==> config.mk <==
export PLATFORM = sky130hd
export DESIGN_NAME = iis_transmit
export DESIGN_NICKNAME = d
export VERILOG_FILES = /design/src/rtl/iis_pkg.sv /design/src/rtl/iis_tx_shift.sv /design/src/rtl/iis_transmit.sv
export SDC_FILE = /design/constraint.sdc
export NUM_CORES = 1
export LEC_CHECK = 0
export ABC_AREA = 1
export CORE_MARGIN = 4
export CORE_UTILIZATION = 40
export CTS_BUF_LIST = sky130_fd_sc_hd__clkbuf_8
export CTS_CLUSTER_SIZE = 14
export DETAILED_ROUTE_END_ITERATION = 16
export DONT_BUFFER_PORTS = 1
export PLACE_DENSITY = 0.63
export REMOVE_ABC_BUFFERS = 1
export SETUP_SLACK_MARGIN = 0.02
export SLEW_MARGIN = 30
export SYNTH_ARGS = -nofsm -noshare
export SYNTH_HDL_FRONTEND = slang
export SYNTH_SLANG_ARGS = --single-unit
==> constraint.sdc <==
create_clock -name clk -period 3.5 [get_ports clk]
set_clock_uncertainty 0.15 [all_clocks]
set_input_delay 0.875 -clock clk [delete_from_list [all_inputs] [get_ports clk]]
set_output_delay 0.875 -clock clk [all_outputs]
set_load 0.03 [all_outputs]
==> src/rtl/iis_pkg.sv <==
// ----------------------------------------------------------------------------
// iis_pkg
// Constants and types shared by the IIS transmit and receive paths.
//   iis_state_e  : slot sequencer state (IDLE / LEFT / RIGHT), 2-bit encoding
//   IIS_SAMPLE_W : audio sample width in bits
//   IIS_MIN_SLOT : shortest usable slot in bit clocks. The receiver sees the
//                  WS edge one clock late and then shifts a whole sample, so
//                  a slot must be at least one clock longer than a sample.
// ----------------------------------------------------------------------------
package iis_pkg;

  typedef enum logic [1:0] {
    IDLE  = 2'd0,
    LEFT  = 2'd1,
    RIGHT = 2'd2
  } iis_state_e;

  localparam int IIS_SAMPLE_W = 16;
  localparam int IIS_MIN_SLOT = IIS_SAMPLE_W + 1;

  // Width of a counter that must reach slot_cycles-1.
  function automatic int slot_cnt_w(input int slot_cycles);
    return (slot_cycles > 1) ? $clog2(slot_cycles) : 1;
  endfunction

endpackage

==> src/rtl/iis_tx_shift.sv <==
// ----------------------------------------------------------------------------
// iis_tx_shift
// MSB-first parallel-load shift register with a registered serial output.
//   clk, rst : bit clock, asynchronous active-high reset
//   clear    : force the register and the serial output to zero
//   load     : sd <= word MSB, the remaining bits wait in the register
//   shift    : sd <= next bit; zeros are shifted in behind the sample
//   word     : parallel sample to transmit
//   sd       : serial data output (registered)
// Priority is clear > load > shift. Because zeros follow the sample, sd
// naturally returns to 0 once all sample bits have been sent.
// ----------------------------------------------------------------------------
module iis_tx_shift
  import iis_pkg::*;
(
  input  logic                    clk,
  input  logic                    rst,
  input  logic                    clear,
  input  logic                    load,
  input  logic                    shift,
  input  logic [IIS_SAMPLE_W-1:0] word,
  output logic                    sd
);

  logic [IIS_SAMPLE_W-1:0] sreg;

  always_ff @(posedge clk or posedge rst) begin
    if (rst) begin
      sreg <= '0;
      sd   <= 1'b0;
    end else if (clear) begin
      sreg <= '0;
      sd   <= 1'b0;
    end else if (load) begin
      sd   <= word[IIS_SAMPLE_W-1];
      sreg <= {word[IIS_SAMPLE_W-2:0], 1'b0};
    end else if (shift) begin
      sd   <= sreg[IIS_SAMPLE_W-1];
      sreg <= {sreg[IIS_SAMPLE_W-2:0], 1'b0};
    end
  end

endmodule

==> src/rtl/iis_transmit.sv <==
// ----------------------------------------------------------------------------
// iis_transmit
// I2S-style serial audio transmitter. Pops samples from a read FIFO and sends
// them in alternating left/right slots, MSB first, with the I2S one-bit delay
// between the WS edge and the MSB.
// Parameters:
//   data_depth  : samples per run (even, so a run always ends on a right slot)
//   SLOT_CYCLES : clk cycles per channel slot (at least IIS_MIN_SLOT)
// Ports:
//   clk, rst     : bit clock, asynchronous active-high reset
//   tx_en        : run enable, sampled in IDLE and at frame boundaries
//   fifo_empty   : source FIFO has no data
//   fifo_rdata   : FIFO read data, valid the cycle after fifo_rden
//   fifo_rden    : combinational pop request, at most one per slot
//   WS           : word select (1 = left, 0 = right), registered
//   SD           : serial data, registered
//   tx_busy      : a left or right slot is in progress
//   tx_num       : slots sent in the current run
//   tx_finish    : one-cycle pulse when a run completes data_depth samples
//   tx_underrun  : sticky, a slot found the FIFO empty; cleared by tx_en = 0
// ----------------------------------------------------------------------------
module iis_transmit
  import iis_pkg::*;
#(
  parameter int data_depth  = 1024,
  parameter int SLOT_CYCLES = 32
) (
  input  logic                    clk,
  input  logic                    rst,
  input  logic                    tx_en,
  input  logic                    fifo_empty,
  input  logic [IIS_SAMPLE_W-1:0] fifo_rdata,
  output logic                    fifo_rden,
  output logic                    WS,
  output logic                    SD,
  output logic                    tx_busy,
  output logic [31:0]             tx_num,
  output logic                    tx_finish,
  output logic                    tx_underrun
);

  localparam int              CW    = slot_cnt_w(SLOT_CYCLES);
  localparam logic [CW-1:0]   LAST  = CW'(SLOT_CYCLES - 1);
  localparam logic [31:0]     DEPTH = 32'(data_depth);

  iis_state_e state;
  logic [CW-1:0] c;
  // Remembers whether the word arriving at c = 0 was really popped; an
  // empty FIFO at the prefetch cycle turns the next slot into silence.
  logic prefetched;

  logic last_cycle;
  logic run_done;
  logic next_frame;
  logic pop;
  logic slot_active;
  logic [IIS_SAMPLE_W-1:0] slot_word;

  assign last_cycle  = (c == LAST);
  assign run_done    = (tx_num == DEPTH);
  assign next_frame  = tx_en && !run_done;
  assign slot_active = (state != IDLE);
  assign tx_busy     = slot_active;
  assign slot_word   = prefetched ? fifo_rdata : '0;

  // Pop request: the IDLE start pop, the left-slot prefetch, and the
  // right-slot prefetch only when another frame will follow.
  always_comb begin
    pop = 1'b0;
    case (state)
      IDLE:    pop = tx_en && !fifo_empty;
      LEFT:    pop = last_cycle && !fifo_empty;
      RIGHT:   pop = last_cycle && next_frame && !fifo_empty;
      default: pop = 1'b0;
    endcase
  end

  // Gated with rst so no pop can leak out while the block is held in reset.
  assign fifo_rden = pop && !rst;

  // Slot sequencer, slot counter and run bookkeeping.
  always_ff @(posedge clk or posedge rst) begin
    if (rst) begin
      state       <= IDLE;
      c           <= '0;
      WS          <= 1'b0;
      prefetched  <= 1'b0;
      tx_num      <= '0;
      tx_finish   <= 1'b0;
      tx_underrun <= 1'b0;
    end else begin
      tx_finish <= 1'b0;
      case (state)
        IDLE: begin
          c  <= '0;
          WS <= 1'b0;
          if (!tx_en) begin
            tx_num <= '0;
          end
          if (tx_en && !fifo_empty) begin
            state      <= LEFT;
            WS         <= 1'b1;
            prefetched <= 1'b1;
          end
        end

        LEFT: begin
          if (c == '0) begin
            tx_num <= tx_num + 32'd1;
          end
          if (last_cycle) begin
            state      <= RIGHT;
            WS         <= 1'b0;
            c          <= '0;
            prefetched <= !fifo_empty;
            if (fifo_empty) begin
              tx_underrun <= 1'b1;
            end
          end else begin
            c <= c + 1'b1;
          end
        end

        RIGHT: begin
          if (c == '0) begin
            tx_num <= tx_num + 32'd1;
          end
          if (last_cycle) begin
            c <= '0;
            if (next_frame) begin
              state      <= LEFT;
              WS         <= 1'b1;
              prefetched <= !fifo_empty;
              if (fifo_empty) begin
                tx_underrun <= 1'b1;
              end
            end else begin
              // A run only stops after a complete right slot, so no partial
              // frame is ever emitted.
              state      <= IDLE;
              WS         <= 1'b0;
              prefetched <= 1'b0;
              if (run_done) begin
                tx_finish <= 1'b1;
                tx_num    <= '0;
              end
            end
          end else begin
            c <= c + 1'b1;
          end
        end

        default: begin
          state <= IDLE;
          c     <= '0;
          WS    <= 1'b0;
        end
      endcase

      // Dropping tx_en acknowledges an underrun; this overrides a new set.
      if (!tx_en) begin
        tx_underrun <= 1'b0;
      end
    end
  end

  // The edge ending c = 0 loads the sample, so its MSB appears on SD one
  // cycle after the WS edge; later cycles shift the rest out.
  iis_tx_shift u_shift (
    .clk   (clk),
    .rst   (rst),
    .clear (!slot_active),
    .load  (slot_active && (c == '0)),
    .shift (slot_active && (c != '0)),
    .word  (slot_word),
    .sd    (SD)
  );

endmodule
==> flow_summary.ini, run 1 <==
[drt]
vias = 3118
drt_iter0_drc = 147
drc_errors = 0
routedWlPerCell_microns = 14.2
drt_pass1_iterations = 5
antenna_left = 0
routed_wl_microns = 8570
via_per_inst = 5.16

[synthesis]
yosysWarningCount = 0
post-synth-top-count-cell = nand2_1
synthXorXnorAreaFrac = 0.0202
synthesis.area_sq_um = 3480
yosysTopAreaCell = dfrtp_1
syn_avg_cell_area_sq_um = 7.14
synth_compound_area_frac = 0.0551
yosys.area_share.simple = 0.360
netlist_instances = 487
ys_top_cells_by_count = nand2_1 (101), nor2_1 (79), inv_1 (68)
synth_top_cell_area_share = 0.425
synth-adder-area-share = 0.0324
synthTopCellsByArea = dfrtp_1 (42%), nand2_1 (11%), nor2_1 (8.5%)
muxShareOfSynthArea = 0
yosys_most_used_dff = dfrtp_1
synth-seq-cells = 59
yosysUniqueCellTypes = 31
synth_edf_count = 0
synthArstFlopShare = 1.00
synth_top_family_by_area = simple AND/OR/NAND/NOR gates
ys_seq_area_frac = 0.425

[sta]
worst_pin_slew_ns = 0.759
fmax_ghz = 0.321
setup-violations-final = 0
hold_ws_ns = 0.337
rsz0062_at_grt = false
slew_headroom = 0.491
hold_viol = 0
min_period_ns = 3.12
final.period_utilization = 0.890
drv_slew = 0

[clock_tree]
clock_path_buffers = 2
h-tree-depth = 3
path_clk_slew_ns = 0.07
tritoncts = built
clock_sinks = 59
clk-insertion-delay-late_ns = 0.35
cts_buffers = 9
root_buffer = clkbuf_8
post_cts_buffers = 0
cts-hold-fix-buffers = 0
cts_resized = 0

[critical_path]
reg2reg_from = state[1]$_DFFE_PP0P_
path_cells = inv_1 > ha_1 > nand2_1 > nor2_1 > nand2_1 > nor2_2 > nand2_1 > nand2_1 > nand2_1 > nand2_1 > a21oi_1 > buf_4
crit_slowest_cell = dfrtp_1
crit_buf_inv = 2
crit_cells = 12
max_stage_delay_ns = 0.58
cp.required_ns = 2.47
ff2ff_path_depth = 5
reg2reg_to = u_shift.sreg[7]$_DFFE_PP0P_
crit_top_cell = nand2_1
rrSetupSlack_ns = 0.96
cp_max_fo = 5
crit_path_end_kind = output pin
crit_family = flip-flops
crit_arrival_ns = 2.09
cp-start-kind = flip-flop
critical_path_class = reg2out

[power]
p_sw_frac = 0.411
internal_power_w = 0.00140
combPwrFrac = 0.322
peakVddDrop_uv = 335
seqPwrFrac = 0.380
p_per_area_nw_per_um2 = 622
p_switching_w = 0.000976
pwr-share-clk = 0.298
p_leak_nw = 1.81

[final_layout]
finish.utilization = 0.458
final_cell_area_sq_um = 3820
antennaDiodeCount = 0
drive_gt1_frac = 0.122
final_nets = 523
area_growth_pct = 9.94

[hold_path]
holdPathStages = 2
min_path_type = reg2reg
hold_start = u_shift.sreg[15]$_DFFE_PP0P_
min_to = u_shift.sd$_DFFE_PP0P_

[die]
die_y_microns = 101
core_sq_um = 8340
die_w_microns = 101
die_area_sq_um = 10200
start_util = 0.417
io_pins = 58
rows = 33

[grt]
grt_pass1_wl_microns = 14500
grtUsageTotal = 0.178
grt-ovfl-total = 0
antenna_found_initial = 0
grt_pass1_vias = 2954
grt_max_degree = 60

[placed_design]
dp_hpwl_microns = 6380
postPlaceCellArea_sq_um = 3600
port-buffer-count = 0
globalplace.congestion = 0.904

[status]
status = complete, no violations

[run]
cap_violations = 0
## sequential cells by signal, indices dropped and copies added (netlist names)
name,flops
tx_underrun,1
u_shift.sreg,15
u_shift.sd,1
state,2
tx_finish,1
WS,1
c,5
tx_num,32
prefetched,1
## layer usage
| layer | vias up | track usage | wire [microns] |
|---|---|---|---|
| li1 | 1545 | - | - |
| met3 | 21 | 0.0599 | 723 |
| met1 | 1434 | 0.225 | 3670 |
| met5 | - | 0 | 0 |
| met4 | 0 | 0.0746 | 237 |
| met2 | 118 | 0.280 | 3940 |
## worst max-delay path by stage
| stage | start | to | slack, ns |
|---|---|---|---|
| 2_1_floorplan | rst | fifo_rden | -0.29 |
| 3_3_place_gp | tx_num[0]$_DFFE_PP0P_ | fifo_rden | 0.75 |
| 3_5_place_dp | tx_num[0]$_DFFE_PP0P_ | fifo_rden | 0.73 |
| 4_1_cts | tx_num[0]$_DFFE_PP0P_ | fifo_rden | 0.33 |
| 5_1_grt | tx_num[0]$_DFFE_PP0P_ | fifo_rden | 0.21 |
| 6_report | tx_num[0]$_DFFE_PP0P_ | fifo_rden | 0.38 |
## per-stage QoR
stage	instances	power, W	setup slack [ns]	TNS [ns]
after floorplan	477	0.00145	-0.289	-0.289
after global placement	588	0.00168	0.750	0
after detailed placement	588	0.00169	0.728	0
after CTS	604	0.00241	0.329	0
after global routing	604	0.00256	0.211	0
final	604	0.00238	0.385	0
## placed cells by master, fill, tap and decap left out
cell type	instances
nand2_1	101
nor2_1	79
inv_1	67
dfrtp_1	59
nand3_1	43
o21ai_0	21
nor3_1	18
inv_2	17
nand4_1	15
nor2_2	10
a21oi_1	9
ha_1	9
clkbuf_8	9
xor2_1	6
buf_4	6
nor3_2	5
nand2_2	3
a21oi_2	2
xnor2_1	2
o21ai_1	2
bufinv_16	2
clkinv_4	2
clkinvlp_4	2
nor2_4	1
and2_1	1
nor4_1	1
clkinv_1	1
or2_2	1
nor2b_1	1
o21a_1	1
nor3b_1	1
a31oi_1	1
inv_6	1
## area by class of cell
cell class,count,area (sq um)
tap,105,131
fill,843,4520
clock buffer,9,124
inverter,85,319
timing repair buffer,6,45.0
multi-input combinational,333,1620
clock inverter,7,101
sequential,59,1480
## worst register-to-register path, delay by kind of cell, from the launching register on
kind | cells | cell delay (ns)
flops | 1 | 0.40
fa+ha+maj | 1 | 0.23
buf+inv | 2 | 0.74
simple gates | 1 | 0.73
compound gates | 1 | 0.16
## kinds of logic after synthesis
group                    count (synthesis)
AO/OA/AOI/OAI                           36
flip-flops                              59
AND/OR/NAND/NOR                        280
adder cells (fa/ha/maj)                  9
XOR/XNOR                                 8
buffers and inverters                   95
## power groups by stage
stage | Sequential [W] | Clock, W | Combinational (W)
final | 0.000903 | 0.000708 | 0.000765
after CTS | 0.000905 | 0.000729 | 0.000778
after global placement | 0.000914 | 0 | 0.000769
after detailed placement | 0.000918 | 0 | 0.000776
after global routing | 0.000916 | 0.000763 | 0.000879
after floorplan | 0.000901 | 0 | 0.000553
(Power assumes the default switching activity.)
==> inputs of run 2 (changes only) <==
--- a/config.mk
+++ b/config.mk
@@ -5,7 +5,6 @@
 export SDC_FILE = /design/constraint.sdc
 export NUM_CORES = 1
 export LEC_CHECK = 0
-export ABC_AREA = 1
 export CORE_MARGIN = 4
 export CORE_UTILIZATION = 40
 export CTS_BUF_LIST = sky130_fd_sc_hd__clkbuf_8
==> run 2 against run 1 <==
Register-to-register slack got worse by 0.15 ns. Global-route usage shrank 2.3 points. Sequential power about the same. Sequential cell count did not move. Final area fell by 14%. Combinational power is 8.5% lower. Critical path depth down 4. Via count fell by 31%. Area after synthesis shrank 16%. Critical endpoint unchanged.
==> flow_summary.ini, run 2 <==
[die]
core_sq_um = 6940
start_util = 0.423
io_pins = 58
rows = 30
die_w_microns = 93.7
die_y_microns = 93.7
die_area_sq_um = 8780

[drt]
drt_iter0_drc = 82
routed_wl_microns = 6470
routedWlPerCell_microns = 16.4
vias = 2155
antenna_left = 0
via_per_inst = 5.46
drc_errors = 0
drt_pass1_iterations = 4

[sta]
fmax_ghz = 0.306
setup-violations-final = 0
hold_viol = 0
slew_headroom = 0.546
drv_slew = 0
min_period_ns = 3.27
rsz0062_at_grt = false
final.period_utilization = 0.933
worst_pin_slew_ns = 0.680
setup-tns-final_ns = 0

[critical_path]
cp-start-kind = flip-flop
crit_slowest_cell = dfrtp_2
max_stage_delay_ns = 0.49
ff2ff_path_depth = 7
reg2reg_from = c[0]$_DFF_PP0_
rrSetupSlack_ns = 0.81
crit_path_end_kind = output pin
crit_end = fifo_rden
cp_max_fo = 5
cp.required_ns = 2.47
crit_arrival_ns = 2.24
crit_top_cell = nand4_1
path_cells = inv_1 > ha_1 > nor4b_1 > nand4_1 > or2_2 > nand4_1 > a21oi_1 > buf_4
critical_path_class = reg2out
worstSetupStartpoint = tx_num[1]$_DFFE_PP0P_
reg2reg_to = tx_num[22]$_DFFE_PP0P_

[placed_design]
port-buffer-count = 0
globalplace.congestion = 0.787
dp_hpwl_microns = 4430

[power]
p_switching_w = 0.000825
p_sw_frac = 0.365
internal_power_w = 0.00143
combPwrFrac = 0.310
p_leak_nw = 1.40
peakVddDrop_uv = 283
pwr-share-clk = 0.292
seqPwrFrac = 0.399
p_per_area_nw_per_um2 = 686

[clock_tree]
tritoncts = built
path_clk_slew_ns = 0.07
cts_buffers = 9
root_buffer = clkbuf_8
post_cts_buffers = 0
clock_sinks = 59
clock_path_buffers = 2
clk-insertion-delay-late_ns = 0.33
h-tree-depth = 3
cts-hold-fix-buffers = 0
cts_resized = 0

[synthesis]
yosysUniqueCellTypes = 40
ys_top_cells_by_count = dfrtp_1 (59), nor2_1 (43), xnor2_1 (24)
netlist_instances = 287
syn_avg_cell_area_sq_um = 10.2
synthArstFlopShare = 1.00
yosysTopAreaCell = dfrtp_1
synthTopCellsByArea = dfrtp_1 (50%), xnor2_1 (7.2%), nor2_1 (5.5%)
synth_top_cell_area_share = 0.503
synth-seq-cells = 59
yosys_most_used_dff = dfrtp_1
synth_edf_count = 0
synthesis.area_sq_um = 2940
ys_seq_area_frac = 0.503
post-synth-top-count-cell = dfrtp_1
yosysWarningCount = 0

[final_layout]
top_regs = tx_num (32), u_shift.sreg (15), c (5)
drive_gt1_frac = 0.140
area_growth_pct = 12.1
final_cell_mix = dfrtp_1 (58), nor2_1 (42), xnor2_1 (24)
top_register = tx_num
finish.utilization = 0.474
antennaDiodeCount = 0
largest_register_ffs = 32
n_fill_cell = 655
final_nets = 323
multi_input_area_sq_um = 1360
seq_area_sq_um = 1480
layout_commonest_cell = dfrtp_1

[grt]
grtUsageTotal = 0.155
grt-ovfl-total = 0
grt_pass1_vias = 2110
antenna_found_initial = 0
grt_pass1_wl_microns = 10600
grt_max_degree = 34

[hold_path]
min_path_type = reg2reg

[status]
status = complete, no violations

[run]
cap_violations = 0
run 2: cell count changes after synthesis, moves of 11 or more:
cell,change
a22o_1,+16
inv_1,-55
inv_2,-16
nand2_1,-88
nand3_1,-33
nor2_1,-36
nor3_1,-12
nor4_1,+11
o21ai_0,-16
xnor2_1,+22
run 2: stage by stage:
| step | instances | area (sq um) | setup slack (ns) | hold WS, ns | power, W |
|---|---|---|---|---|---|
| 6_report | 395 | 3290 | 0.234 | 0.315 | 0.00226 |
| 5_1_grt | 395 | 3290 | 0.0284 | 0.329 | 0.00240 |
| 4_1_cts | 395 | 3290 | 0.130 | 0.317 | 0.00227 |
| 3_5_place_dp | 379 | 3080 | 0.504 | 0.302 | 0.00161 |
| 3_3_place_gp | 379 | 3080 | 0.541 | 0.299 | 0.00160 |
| 2_1_floorplan | 273 | 2880 | 0.628 | 0.293 | 0.00142 |
run 2: logic make-up (layout without fill, tap and decap cells):
| logic type | count (synthesis) | in the layout | share of synthesized area |
|---|---|---|---|
| XOR/XNOR | 30 | 30 | 0.0895 |
| adder cells (fa/ha/maj) | 9 | 9 | 0.0383 |
| AO/OA/AOI/OAI | 37 | 37 | 0.0916 |
| buffers and inverters | 27 | 39 | 0.0354 |
| multiplexers | 2 | 2 | 0.00724 |
| flip-flops | 59 | 59 | 0.503 |
| AND/OR/NAND/NOR | 123 | 123 | 0.235 |
run 2: area by class of cell:
class,instances,area share
clock buffers,12,0.0502
flip-flops and latches,59,0.449
well taps,96,0.0365
repair buffers,10,0.0228
clock inverters,4,0.0144
multi-input cells,201,0.413
inverters,13,0.0148
run 2: power by group through the flow:
stage          Clock, W  Sequential (W)  Combinational, W
6_report       0.000659        0.000901          0.000700
5_1_grt        0.000702        0.000916          0.000787
4_1_cts        0.000669        0.000900          0.000700
3_5_place_dp          0        0.000912          0.000697
3_3_place_gp          0        0.000909          0.000692
2_1_floorplan         0        0.000907          0.000511
run 2: worst max-delay path: cells and delay by family (launching register included):
kind	cells	cell delay, ns
fa+ha+maj	1	0.16
buf+inv	2	0.31
compound gates	1	0.07
simple gates	4	0.88
flops	1	0.49
run 2: how the worst min path moves through the flow:
stage,startpoint,endpoint,cells past startpoint
after floorplan,u_shift.sreg[15]$_DFFE_PP0P_,u_shift.sd$_DFFE_PP0P_,1
after global placement,u_shift.sreg[2]$_DFFE_PP0P_,u_shift.sreg[3]$_DFFE_PP0P_,1
after detailed placement,u_shift.sreg[6]$_DFFE_PP0P_,u_shift.sreg[7]$_DFFE_PP0P_,1
after CTS,u_shift.sreg[6]$_DFFE_PP0P_,u_shift.sreg[7]$_DFFE_PP0P_,1
after global routing,u_shift.sreg[13]$_DFFE_PP0P_,u_shift.sreg[14]$_DFFE_PP0P_,1
final,u_shift.sreg[13]$_DFFE_PP0P_,u_shift.sreg[14]$_DFFE_PP0P_,1
run 2: per-layer routing:
metal  vias to the layer above  track usage  wire length (microns)
met5                         -            0                      0
met4                         0       0.0686                    172
met3                        15       0.0577                    453
met2                        65        0.224                   2820
met1                      1052        0.206                   3030
li1                       1023            -                      -
==> inputs of run 3 (changes only) <==
--- a/config.mk
+++ b/config.mk
@@ -11,6 +11,7 @@
 export CTS_CLUSTER_SIZE = 14
 export DETAILED_ROUTE_END_ITERATION = 16
 export DONT_BUFFER_PORTS = 1
+export GPL_TIMING_DRIVEN = 0
 export PLACE_DENSITY = 0.63
 export REMOVE_ABC_BUFFERS = 1
 export SETUP_SLACK_MARGIN = 0.02
@@ -18,3 +19,4 @@
 export SYNTH_ARGS = -nofsm -noshare
 export SYNTH_HDL_FRONTEND = slang
 export SYNTH_SLANG_ARGS = --single-unit
+export TNS_END_PERCENT = 100
==> run 3 against run 2 <==
Via count is 1.3% lower. Register-to-register slack hardly changed. Critical path depth decreased by 1. Utilization is 0.50 points lower. Routed wire length fell by 1.6%. Hold slack got worse by 0.14 ns. Critical path type unchanged. Cell count down 2.3%. Setup slack got worse by 0.065 ns.
==> flow_summary.ini, run 3 (synthesized netlist as in run 2, its figures left out) <==
[status]
status = complete, no violations

[sta]
worst_pin_slew_ns = 0.628
drv_slew = 0
fmax_ghz = 0.300
min_period_ns = 3.33
slew_headroom = 0.580
rsz0062_at_grt = false
setup-violations-final = 0
hold_viol = 0
setup-tns-final_ns = 0
final.period_utilization = 0.952

[die]
rows = 30
io_pins = 58
die_y_microns = 93.7
die_area_sq_um = 8780
die_w_microns = 93.7
start_util = 0.423
core_sq_um = 6940

[power]
combPwrFrac = 0.294
p_switching_w = 0.000840
pwr-share-clk = 0.306
seqPwrFrac = 0.400
p_leak_nw = 1.36
peakVddDrop_uv = 265
p_sw_frac = 0.369
internal_power_w = 0.00144
p_per_area_nw_per_um2 = 699

[final_layout]
layout_commonest_cell = dfrtp_1
antennaDiodeCount = 0
top_register = tx_num
area_growth_pct = 11.0
drive_gt1_frac = 0.117
final_cell_area_sq_um = 3260
multi_input_area_sq_um = 1360
top_regs = tx_num (32), u_shift.sreg (15), c (5)
n_fill_cell = 672
seq_area_sq_um = 1480
final_cell_mix = dfrtp_1 (59), nor2_1 (42), xnor2_1 (24)
largest_register_ffs = 32
final_nets = 314

[drt]
routedWlPerCell_microns = 16.5
antenna_left = 0
routed_wl_microns = 6360
drt_iter0_drc = 53
drc_errors = 0
drt_pass1_iterations = 4
vias = 2126
via_per_inst = 5.51

[grt]
grt-ovfl-total = 0
grt_pass1_vias = 2112
grtUsageTotal = 0.154
antenna_found_initial = 0
grt_max_degree = 43
grt_pass1_wl_microns = 10400

[placed_design]
port-buffer-count = 0
postPlaceCellArea_sq_um = 3030
dp_hpwl_microns = 4340
globalplace.congestion = 0.840

[clock_tree]
tritoncts = built
h-tree-depth = 3
cts_buffers = 9
path_clk_slew_ns = 0.07
post_cts_buffers = 0
root_buffer = clkbuf_8
clk-insertion-delay-late_ns = 0.34
clock_sinks = 59
clock_path_buffers = 2

[critical_path]
cp.required_ns = 2.47
crit_arrival_ns = 2.31
critical_path_class = reg2out
crit_path_end_kind = output pin
cp_max_fo = 6
cp-start-kind = flip-flop

[hold_path]
min_path_type = in2async

[run]
cap_violations = 0
==> run 3: changes by cell type in the layout (fill, tap and decap cells not counted), moves of 2 or more <==
cell and delta:
clkinv_2 -2, clkbuf_8 -3, buf_4 -10, clkinv_4 +4
==> run 3: power groups by stage <==
stage          Combinational, W  Clock (W)  Sequential, W
6_report               0.000670   0.000698       0.000911
5_1_grt                0.000747   0.000748       0.000926
4_1_cts                0.000673   0.000718       0.000912
3_5_place_dp           0.000669          0       0.000925
3_3_place_gp           0.000655          0       0.000921
2_1_floorplan          0.000511          0       0.000907
==> run 3: worst max-delay path, stage by stage, from the launching register on <==
cell and delay (ns):
dfrtp_1 0.61, inv_1 0.16, ha_1 0.22, nor4b_1 0.13, nand4_1 0.17, or2_2 0.17, nand4_1 0.12, a21oi_2 0.39
==> run 3: per-stage QoR <==
step	util	std cells	setup WS [ns]	power [W]	hold slack, ns
after detailed placement	0.436	370	0.376	0.00159	0.298
after global placement	0.432	369	0.334	0.00158	0.300
after CTS	0.469	386	0.148	0.00230	0.171
after floorplan	-	273	0.628	0.00142	0.293
after global routing	0.469	386	0.0512	0.00242	0.171
final	0.469	386	0.168	0.00228	0.180
==> run 3: final timing paths <==
kind	from	end	cells past startpoint	slack, ns
min	rst	c[2]$_DFF_PP0_	1	0.18
max reg2reg	c[0]$_DFF_PP0_	tx_num[22]$_DFFE_PP0P_	7	0.82
min reg2reg	u_shift.sreg[4]$_DFFE_PP0P_	u_shift.sreg[5]$_DFFE_PP0P_	1	0.31
max	tx_num[0]$_DFFE_PP0P_	fifo_rden	7	0.17
max in group asynchronous	rst	tx_num[25]$_DFFE_PP0P_	2	2.53
min in group clk	u_shift.sreg[4]$_DFFE_PP0P_	u_shift.sreg[5]$_DFFE_PP0P_	1	0.31
==> run 3: per-layer routing <==
layer | share of wire | routed length [microns] | global-route usage | vias to the layer above
met4 | 0.023 | 149 | 0.0614 | 0
met2 | 0.45 | 2880 | 0.236 | 62
li1 | - | - | - | 1002
met5 | 0 | 0 | 0 | -
met1 | 0.44 | 2800 | 0.186 | 1043
met3 | 0.084 | 534 | 0.0737 | 19
==> run 3: cell type report <==
cell class | instances | share of cell area
clock inverters | 7 | 0.0315
multi-input cells | 201 | 0.419
inverters | 13 | 0.0157
repair buffers | 1 | 0.00614
clock buffers | 9 | 0.0380
well taps | 96 | 0.0369
flip-flops and latches | 59 | 0.453
==> run 3: what timing repair did <==
action	4_1_cts	5_1_grt
gates resized for setup	1	0
setup endpoints to repair	1	0
hold buffers	0	0
